==> src/rtl/pc_ctrl_pkg.sv <==
// pc_ctrl_pkg: shared types and constants for the PC redirect controller.
//   bj_result_t : execute-stage branch/jump decision encoding
//   pc_state_t  : fetch sequencer states
//   PC_INC      : sequential PC increment
//   NOP_INSTR   : instruction presented on IF/ID after reset (addi x0,x0,0)
package pc_ctrl_pkg;

  typedef enum logic [1:0] {
    BJ_SEQ = 2'b00,
    BJ_REL = 2'b01,
    BJ_RSV = 2'b10,
    BJ_REG = 2'b11
  } bj_result_t;

  typedef enum logic [1:0] {
    IDLE,
    FETCH,
    HOLD,
    DRAIN
  } pc_state_t;

  localparam int unsigned PC_INC    = 4;
  localparam logic [31:0] NOP_INSTR = 32'h0000_0013;

endpackage

==> src/rtl/pc_target_calc.sv <==
// pc_target_calc: combinational redirect-target computation.
//   i_bj_result  : branch/jump decision (only BJ_REL / BJ_REG produce a used target)
//   i_ex_pc      : PC of the execute-stage instruction
//   i_imm        : sign-extended immediate
//   i_alu_result : rs1+imm for JALR
//   o_target     : final redirect target
//   o_misalign   : target had bit[1] set and was replaced by TRAP_VEC
// Optional feature macro: MISALIGN_TRAP_EN (misaligned targets go to TRAP_VEC).
module pc_target_calc
  import pc_ctrl_pkg::*;
#(
  parameter int              XLEN     = 32,
  parameter logic [XLEN-1:0] TRAP_VEC = XLEN'(32'h0000_0100)
) (
  input  bj_result_t        i_bj_result,
  input  logic [XLEN-1:0]   i_ex_pc,
  input  logic [XLEN-1:0]   i_imm,
  input  logic [XLEN-1:0]   i_alu_result,
  output logic [XLEN-1:0]   o_target,
  output logic              o_misalign
);

  logic [XLEN-1:0] raw_target;

  // JALR clears bit 0 of rs1+imm; everything else is PC-relative.
  always_comb begin
    raw_target = i_ex_pc + i_imm;
    if (i_bj_result == BJ_REG) raw_target = i_alu_result & ~XLEN'(1);
  end

`ifdef MISALIGN_TRAP_EN
  assign o_misalign = raw_target[1];
  assign o_target   = o_misalign ? TRAP_VEC : raw_target;
`else
  logic unused_trap_vec;
  assign unused_trap_vec = ^TRAP_VEC;
  assign o_misalign      = 1'b0;
  assign o_target        = raw_target;
`endif

endmodule

==> src/rtl/pc_redirect_ctrl.sv <==
// pc_redirect_ctrl: owns the PC, sequences instruction fetch and resolves
// execute-stage redirects against outstanding fetches.
//   i_clk, i_rst        : clock, synchronous active-high reset
//   i_B_J_result        : 00 seq, 01 PC-relative, 11 JALR, 10 reserved
//   i_ex_valid, i_ex_pc : execute-stage qualifier and PC
//   i_imm, i_alu_result : target operands
//   i_stall             : blocks issue of new fetches
//   o_imem_req/addr, i_imem_ack/rdata : instruction memory handshake
//   o_if_valid/pc/instr : one-cycle delivery into IF/ID
//   o_flush             : one-cycle kill of IF/ID and ID/EX after a redirect
//   o_trap              : misaligned-target pulse
// Optional feature macro: MISALIGN_TRAP_EN (without it o_trap is tied 0).
module pc_redirect_ctrl
  import pc_ctrl_pkg::*;
#(
  parameter int              XLEN     = 32,
  parameter logic [XLEN-1:0] RESET_PC = '0,
  parameter logic [XLEN-1:0] TRAP_VEC = XLEN'(32'h0000_0100)
) (
  input  logic              i_clk,
  input  logic              i_rst,
  input  logic [1:0]        i_B_J_result,
  input  logic              i_ex_valid,
  input  logic [XLEN-1:0]   i_ex_pc,
  input  logic [XLEN-1:0]   i_imm,
  input  logic [XLEN-1:0]   i_alu_result,
  input  logic              i_stall,
  output logic              o_imem_req,
  output logic [XLEN-1:0]   o_imem_addr,
  input  logic              i_imem_ack,
  input  logic [31:0]       i_imem_rdata,
  output logic              o_if_valid,
  output logic [XLEN-1:0]   o_if_pc,
  output logic [31:0]       o_if_instr,
  output logic              o_flush,
  output logic              o_trap
);

  pc_state_t       state_q, state_d;
  logic [XLEN-1:0] pc_q, pc_d;
  logic [XLEN-1:0] tgt_q, tgt_d;
  logic [XLEN-1:0] if_pc_q, if_pc_d;
  logic [31:0]     if_instr_q, if_instr_d;
  logic            if_valid_q, if_valid_d;
  logic            flush_q, flush_d;
  logic [XLEN-1:0] target;
  logic            misalign;
  logic            redirect;
  bj_result_t      bj;

  assign bj       = bj_result_t'(i_B_J_result);
  assign redirect = i_ex_valid && ((bj == BJ_REL) || (bj == BJ_REG));

  pc_target_calc #(
    .XLEN     (XLEN),
    .TRAP_VEC (TRAP_VEC)
  ) u_target_calc (
    .i_bj_result  (bj),
    .i_ex_pc      (i_ex_pc),
    .i_imm        (i_imm),
    .i_alu_result (i_alu_result),
    .o_target     (target),
    .o_misalign   (misalign)
  );

  always_comb begin
    state_d    = state_q;
    pc_d       = pc_q;
    tgt_d      = tgt_q;
    if_valid_d = 1'b0;
    if_pc_d    = if_pc_q;
    if_instr_d = if_instr_q;
    flush_d    = 1'b0;
    case (state_q)
      IDLE: begin
        state_d = FETCH;
        if (redirect) begin
          pc_d    = target;
          flush_d = 1'b1;
        end
      end
      FETCH: begin
        if (redirect) begin
          flush_d = 1'b1;
          // The request must not be withdrawn: without ack, park the target
          // and keep the current address on the bus until the ack arrives.
          if (i_imem_ack) begin
            pc_d = target;
          end else begin
            tgt_d   = target;
            state_d = DRAIN;
          end
        end else if (i_imem_ack) begin
          if_valid_d = 1'b1;
          if_pc_d    = pc_q;
          if_instr_d = i_imem_rdata;
          pc_d       = pc_q + XLEN'(PC_INC);
          state_d    = i_stall ? HOLD : FETCH;
        end
      end
      HOLD: begin
        if (redirect) begin
          pc_d    = target;
          flush_d = 1'b1;
          state_d = FETCH;
        end else if (!i_stall) begin
          state_d = FETCH;
        end
      end
      DRAIN: begin
        // EX was flushed, so redirects cannot legally appear here.
        if (i_imem_ack) begin
          pc_d    = tgt_q;
          state_d = FETCH;
        end
      end
      default: state_d = IDLE;
    endcase
  end

  always_ff @(posedge i_clk) begin
    if (i_rst) begin
      state_q    <= IDLE;
      pc_q       <= RESET_PC;
      if_valid_q <= 1'b0;
      if_pc_q    <= RESET_PC;
      if_instr_q <= NOP_INSTR;
      flush_q    <= 1'b0;
    end else begin
      state_q    <= state_d;
      pc_q       <= pc_d;
      if_valid_q <= if_valid_d;
      if_pc_q    <= if_pc_d;
      if_instr_q <= if_instr_d;
      flush_q    <= flush_d;
    end
  end

  // Parked target is only read in DRAIN, which is always entered with a fresh write.
  always_ff @(posedge i_clk) begin
    tgt_q <= tgt_d;
  end

  assign o_imem_req  = (state_q == FETCH) || (state_q == DRAIN);
  assign o_imem_addr = pc_q;
  assign o_if_valid  = if_valid_q;
  assign o_if_pc     = if_pc_q;
  assign o_if_instr  = if_instr_q;
  assign o_flush     = flush_q;

`ifdef MISALIGN_TRAP_EN
  logic trap_q, trap_d;
  assign trap_d = flush_d && misalign;
  always_ff @(posedge i_clk) begin
    if (i_rst) trap_q <= 1'b0;
    else       trap_q <= trap_d;
  end
  assign o_trap = trap_q;
`else
  logic unused_misalign;
  assign unused_misalign = misalign;
  assign o_trap          = 1'b0;
`endif

  a_no_redirect_in_drain: assert property (
    @(posedge i_clk) disable iff (i_rst) (state_q == DRAIN) |-> !redirect
  );

endmodule

==> config.mk <==
export PLATFORM = sky130hd
export DESIGN_NAME = pc_redirect_ctrl
export DESIGN_NICKNAME = d
export VERILOG_FILES = /design/src/rtl/pc_ctrl_pkg.sv /design/src/rtl/pc_target_calc.sv /design/src/rtl/pc_redirect_ctrl.sv
export SDC_FILE = /design/constraint.sdc
export NUM_CORES = 1
export LEC_CHECK = 0
export BUFFER_PORTS_ARGS = -buffer_cell sky130_fd_sc_hd__buf_2
export CAP_MARGIN = 10
export CORE_ASPECT_RATIO = 1.2
export CORE_MARGIN = 4
export CORE_UTILIZATION = 45
export DETAILED_ROUTE_END_ITERATION = 16
export MAX_ROUTING_LAYER = met4
export PLACE_DENSITY = 0.69
export SYNTH_ARGS = -nofsm -noshare
export SYNTH_HDL_FRONTEND = slang
export SYNTH_SLANG_ARGS = --single-unit
export TNS_END_PERCENT = 20
==> constraint.sdc <==
create_clock -name i_clk -period 4.5 [get_ports i_clk]
set_input_delay 0.45 -clock i_clk [delete_from_list [all_inputs] [get_ports i_clk]]
set_output_delay 0.45 -clock i_clk [all_outputs]
set_load 0.02 [all_outputs]
==> impl_metrics.py, run 1 <==
metrics = {
    "floorplanning": {
        "num_io_pins": 235,
        "die-area_mm2": 0.0192,
        "core_mm2": 0.0168,
        "start_util": 0.458,
        "fp.dieW_um": 127,
        "rows": 52,
        "dieHeight_um": 151,
    },
    "synth": {
        "ys_seq_area_frac": 0.386,
        "async_reset_ff_frac": 0,
        "ys_ff_latch": 132,
        "synth_cell_type_count": 68,
        "synth_warnings": 0,
        "synth_ff_type": "dfxtp_1",
        "synth-edff-count": 32,
        "syn_area_per_cell_um2": 8.02,
        "synth.cell_area_mm2": 0.00768,
        "syn-instance-count": 958,
        "synth_nets": 1126,
    },
    "cts": {
        "cts_setup_buffers": 0,
        "clock_path_buffers": 2,
        "clock-sinks": 132,
        "hold_buffers": 0,
        "insertion_delay_ns": 0.41,
        "cts-buffers-inserted": 17,
        "cts_resized": 0,
        "cts_tree": "built",
        "cts-root-buf": "clkbuf_16",
        "htreeDepth": 4,
        "path_clk_slew_ns": 0.06,
    },
    "cells_and_area": {
        "n_fill_cell": 1658,
        "drive_gt1_frac": 0.250,
        "nets": 1319,
        "synthToLayoutAreaGrowth_pct": 22.7,
    },
    "sta": {
        "setup_total_negative_slack_ns": 0,
        "period_share": 0.655,
        "finalHoldViolCount": 0,
        "worst_pin_slew_ns": 1.07,
        "slew_violations": 0,
        "finClkSkew_ns": 0.00837,
        "timing.final.ws_setup_ns": 1.55,
        "max-slew-margin-rel": 0.282,
        "rsz0062_at_grt": "no",
        "finalSetupViolCount": 0,
        "fmaxAchievable_mhz": 339,
        "min_period_ns": 2.95,
    },
    "power": {
        "p_per_area_mw_per_mm2": 364,
        "leakage_nw": 4.09,
        "ir_drop_mv": 0.207,
    },
    "global_routing": {
        "grt_first_pass_wirelength_mm": 34.9,
        "grt_max_degree": 89,
        "gr-total-overflow": 0,
        "gr-usage-all-layers": 0.228,
        "antenna_found_initial": 1,
        "grt_pass1_vias": 7039,
    },
    "placement": {
        "numPortBuffers": 232,
        "dpl.hpwl_mm": 15.9,
        "post-place-ws_ns": 1.16,
        "gp_congestion": 0.912,
    },
    "routing": {
        "routed-via-count": 7438,
        "drt_iter0_drc": 413,
        "via_per_inst": 5.39,
        "drt-pass1-iter-count": 6,
        "detail-route-antenna-nets": 0,
        "avgRoutedWirePerCell_um": 15.8,
        "drc": 0,
        "routed_wl_mm": 21.8,
    },
    "worst_setup_path": {
        "worstSetupStartpointType": "input pin",
        "arrival_ns": 3.27,
        "path_max_fanout": 8,
        "worstSetupEndpointType": "register",
        "critPathKind": "in2reg",
        "cp.required_ns": 4.82,
    },
    "job": {
        "drv_cap": 0,
    },
    "run_status": {
        "status": "finished clean",
    },
    "hold_path": {
        "hp-class": "in2reg",
    },
}
worst paths after layout:
path	startpoint	endpoint	slack (ns)	cells after the start
min reg2reg	o_if_pc[0]	o_if_pc[0]	0.45	2
max reg2reg	o_imem_addr[2]	o_imem_addr[30]	1.77	9
min	i_imem_rdata[1]	o_if_instr[1]	0.25	3
max	i_ex_pc[16]	o_imem_addr[30]	1.55	11
routing by layer:
layer,track usage,wire [µm],part of all wire,vias to the layer above
met5,-,0,0,-
met4,0.0730,420,0.019,0
met3,0.0346,1200,0.055,35
met2,0.363,10200,0.47,256
met1,0.298,9980,0.46,3355
li1,-,-,-,3792
worst max-delay path: stages:
cell and delay [ns]:
buf_2 0.10, ha_1 0.39, a21o_1 0.21, a31o_1 0.18, a221o_1 0.38, o311ai_2 0.38, a31oi_1 0.22, or4b_4 0.55
nand3_2 0.10, o21ai_2 0.06, a221oi_2 0.25
cell usage in the layout, fill, tap and decap left out, drive strengths merged, types with 8 or more instances in the layout:
master / count
inv: 19
a221oi: 16
ha: 32
nor3: 26
nand3: 23
xor2: 25
a21oi: 142
o21ai: 50
a21o: 19
nand2: 185
nor2: 75
nand2b: 8
xnor2: 29
a31oi: 9
buf: 242
o21bai: 8
clkbuf: 21
edfxtp: 32
nand4: 13
dfxtp: 100
where the power goes:
group	total (W)	switching [W]	internal (W)	leakage, nW
clock network	0.00131	0.000512	0.000797	0.286
registers	0.00136	0.0000702	0.00129	1.11
logic	0.000765	0.000465	0.000300	2.70
total	0.00343	0.00105	0.00239	4.09
final cells by class:
| class | instances | area [µm²] | area share |
|---|---|---|---|
| tap | 216 | 270 | 0.0287 |
| clock inverter | 11 | 70.1 | 0.00743 |
| clock buffer | 21 | 503 | 0.0534 |
| antenna | 1 | 2.50 | 0.000265 |
| inverter | 16 | 60.1 | 0.00637 |
| multi-input combinational | 742 | 4320 | 0.458 |
| sequential | 132 | 2960 | 0.314 |
| timing repair buffer | 242 | 1240 | 0.131 |
cell families (layout without fill, tap and decap cells):
family | Yosys count | after routing | share of synthesized area
compound gates | 293 | 293 | 0.234
xor+xnor | 54 | 54 | 0.0616
fa+ha+maj | 33 | 33 | 0.0547
buf+inv | 84 | 290 | 0.0541
flops | 132 | 132 | 0.386
mux | 6 | 6 | 0.00814
other cells | 1 | 2 | 0.000488
simple gates | 355 | 355 | 0.202
through the flow:
stage	power (W)	hold slack, ns	utilization	cell area (µm²)	instances
6_report	0.00343	0.247	0.562	9430	1381
5_1_grt	0.00361	0.246	0.562	9430	1381
4_1_cts	0.00347	0.232	0.561	9420	1380
3_5_place_dp	0.00214	0.444	0.527	8850	1348
3_3_place_gp	0.00213	0.438	0.527	8850	1348
2_1_floorplan	0.00191	0.505	-	7680	958
Yosys cell counts (19+ instances only):
| cell | instances | area share |
|---|---|---|
| ha_1 | 32 | 0.052 |
| xnor2_1 | 29 | 0.033 |
| nor3_1 | 26 | 0.017 |
| nand3_1 | 22 | 0.014 |
| a21oi_1 | 142 | 0.093 |
| nor2_1 | 74 | 0.036 |
| dfxtp_1 | 100 | 0.26 |
| o21ai_0 | 43 | 0.028 |
| nand2_1 | 185 | 0.090 |
| clkbuf_1 | 50 | 0.024 |
| edfxtp_1 | 32 | 0.13 |
| a21o_1 | 19 | 0.019 |
| xor2_1 | 25 | 0.029 |
state kept, by name, indices dropped and copies added, names as in the netlist:
name	count
tgt_q	32
o_if_pc	32
o_if_valid	1
state_q	2
o_if_instr	32
o_imem_addr	32
o_flush	1
(Power assumes the default switching activity.)
==> run 2: changes to the inputs <==
PLACE_DENSITY = 0.72   (was 0.69)
clock period = 2.7 ns   (was 4.5 ns; I/O delays follow)
==> run 2 against run 1 <==
Compared with the run above:
- sequential cell count is the same
- utilization grew 3.7 points
- combinational power grew 90%
- total power grew 78%
- sequential power grew 65%
- global-route usage grew 0.81 points
- highest routed layer unchanged
- largest power group is now clock
- largest cell class unchanged
==> impl_metrics.py, run 2 (same netlist as run 1, synthesis figures left out) <==
metrics = {
    "sta": {
        "setup_total_negative_slack_ns": 0,
        "fmaxAchievable_mhz": 389,
        "min_period_ns": 2.57,
        "worst_pin_slew_ns": 0.662,
        "period_share": 0.952,
        "finClkSkew_ns": 0.00643,
        "rsz0062_at_grt": "no",
        "finalHoldViolCount": 0,
        "max-slew-margin-rel": 0.559,
        "slew_violations": 0,
        "finalSetupViolCount": 0,
    },
    "global_routing": {
        "gr-total-overflow": 0,
        "antenna_found_initial": 2,
        "grt_max_degree": 66,
        "grt_pass1_vias": 7220,
        "gr-usage-all-layers": 0.236,
        "grt_first_pass_wirelength_mm": 36.0,
    },
    "cells_and_area": {
        "nets": 1389,
        "drive_gt1_frac": 0.292,
        "mostFrequentLayoutCells": "232 x buf_2, 184 x nand2_1, 142 x a21oi_1",
        "synthToLayoutAreaGrowth_pct": 30.9,
        "fin_util": 0.599,
        "layout.cells.non_filler": 1452,
        "n_fill_cell": 1542,
        "layout_commonest_cell": "buf_2",
        "design_area_mm2": 0.0101,
    },
    "floorplanning": {
        "core_mm2": 0.0168,
        "fp.dieW_um": 127,
        "die-area_mm2": 0.0192,
        "start_util": 0.458,
        "dieHeight_um": 151,
        "rows": 52,
        "num_io_pins": 235,
    },
    "cts": {
        "insertion_delay_ns": 0.41,
        "cts-root-buf": "clkbuf_16",
        "htreeDepth": 4,
        "clock_path_buffers": 2,
        "path_clk_slew_ns": 0.06,
        "cts_tree": "built",
        "cts-buffers-inserted": 17,
        "clock-sinks": 132,
        "cts_setup_buffers": 0,
    },
    "placement": {
        "gp_congestion": 0.909,
        "dpl.cell_count": 1418,
        "numPortBuffers": 232,
        "dpl.hpwl_mm": 17.0,
        "post_dp_cell_area_mm2": 0.00941,
    },
    "worst_setup_path": {
        "path_max_fanout": 2,
        "worstSetupEndpointType": "register",
        "arrival_ns": 2.90,
        "cp.required_ns": 3.03,
        "critPathKind": "in2reg",
        "worstSetupStartpointType": "input pin",
    },
    "routing": {
        "avgRoutedWirePerCell_um": 15.5,
        "drt_iter0_drc": 552,
        "via_per_inst": 5.41,
        "routed_wl_mm": 22.5,
        "drt-pass1-iter-count": 6,
        "drc": 0,
        "detail-route-antenna-nets": 0,
        "routed-via-count": 7851,
    },
    "run_status": {
        "status": "finished clean",
    },
    "power": {
        "p_total_w": 0.00612,
        "leakage_nw": 4.47,
        "ir_drop_mv": 0.362,
        "p_per_area_mw_per_mm2": 609,
    },
    "hold_path": {
        "hp-class": "in2reg",
    },
    "job": {
        "drv_cap": 0,
    },
}
-- run 2: timing repair --
action | in CTS | in global routing
resized for setup | 0 | 2
hold buffers | 0 | 0
endpoints found under the setup margin | 0 | 2
-- run 2: critical path: stages --
cell and delay (ns):
buf_2 0.10, ha_1 0.30, a21o_1 0.18, a31o_1 0.18
a221o_1 0.38, o311ai_2 0.39, a31oi_1 0.20, or4b_4 0.54
nand3_2 0.09, o21ai_2 0.06, a221oi_2 0.22
-- run 2: path summary, 6_finish.rpt --
check                                      from         endpoint  slack, ns  depth (start not counted)
worst max-delay path                i_ex_pc[16]  o_imem_addr[30]       0.13                         11
worst min-delay path            i_imem_rdata[4]    o_if_instr[4]       0.08                          3
worst max register to register   o_imem_addr[3]  o_imem_addr[28]       0.27                          9
worst min register to register      o_if_pc[14]      o_if_pc[14]       0.45                          2
-- run 2: final cells by class --
cell class / instances / area, µm² / area share
clock buffers: 25 / 517 / 0.0514
inverters: 16 / 60.1 / 0.00597
repair buffers: 312 / 1790 / 0.178
flip-flops and latches: 132 / 2960 / 0.295
clock inverters: 7 / 116 / 0.0116
well taps: 216 / 270 / 0.0269
diodes: 2 / 5.00 / 0.000498
multi-input cells: 742 / 4330 / 0.431
-- run 2: stage by stage --
| stage | setup slack, ns | hold slack [ns] |
|---|---|---|
| after floorplan | -0.0925 | 0.378 |
| after global placement | -0.245 | 0.438 |
| after detailed placement | -0.270 | 0.443 |
| after CTS | 0.154 | 0.0588 |
| after global routing | 0.0134 | 0.0664 |
| final | 0.129 | 0.0793 |
-- run 2: routing by layer --
metal | GRT usage | vias to the layer above | part of all wire
met5 | - | - | 0
met4 | 0.0944 | 0 | 0.027
met3 | 0.0434 | 43 | 0.067
met2 | 0.363 | 336 | 0.46
met1 | 0.307 | 3545 | 0.45
li1 | - | 3927 | -
-- run 2: power by group --
group / total [W] / switching (W) / internal, W
Combinational: 0.00145 / 0.000839 / 0.000606
Clock: 0.00244 / 0.000833 / 0.00161
Sequential: 0.00224 / 0.0000863 / 0.00215
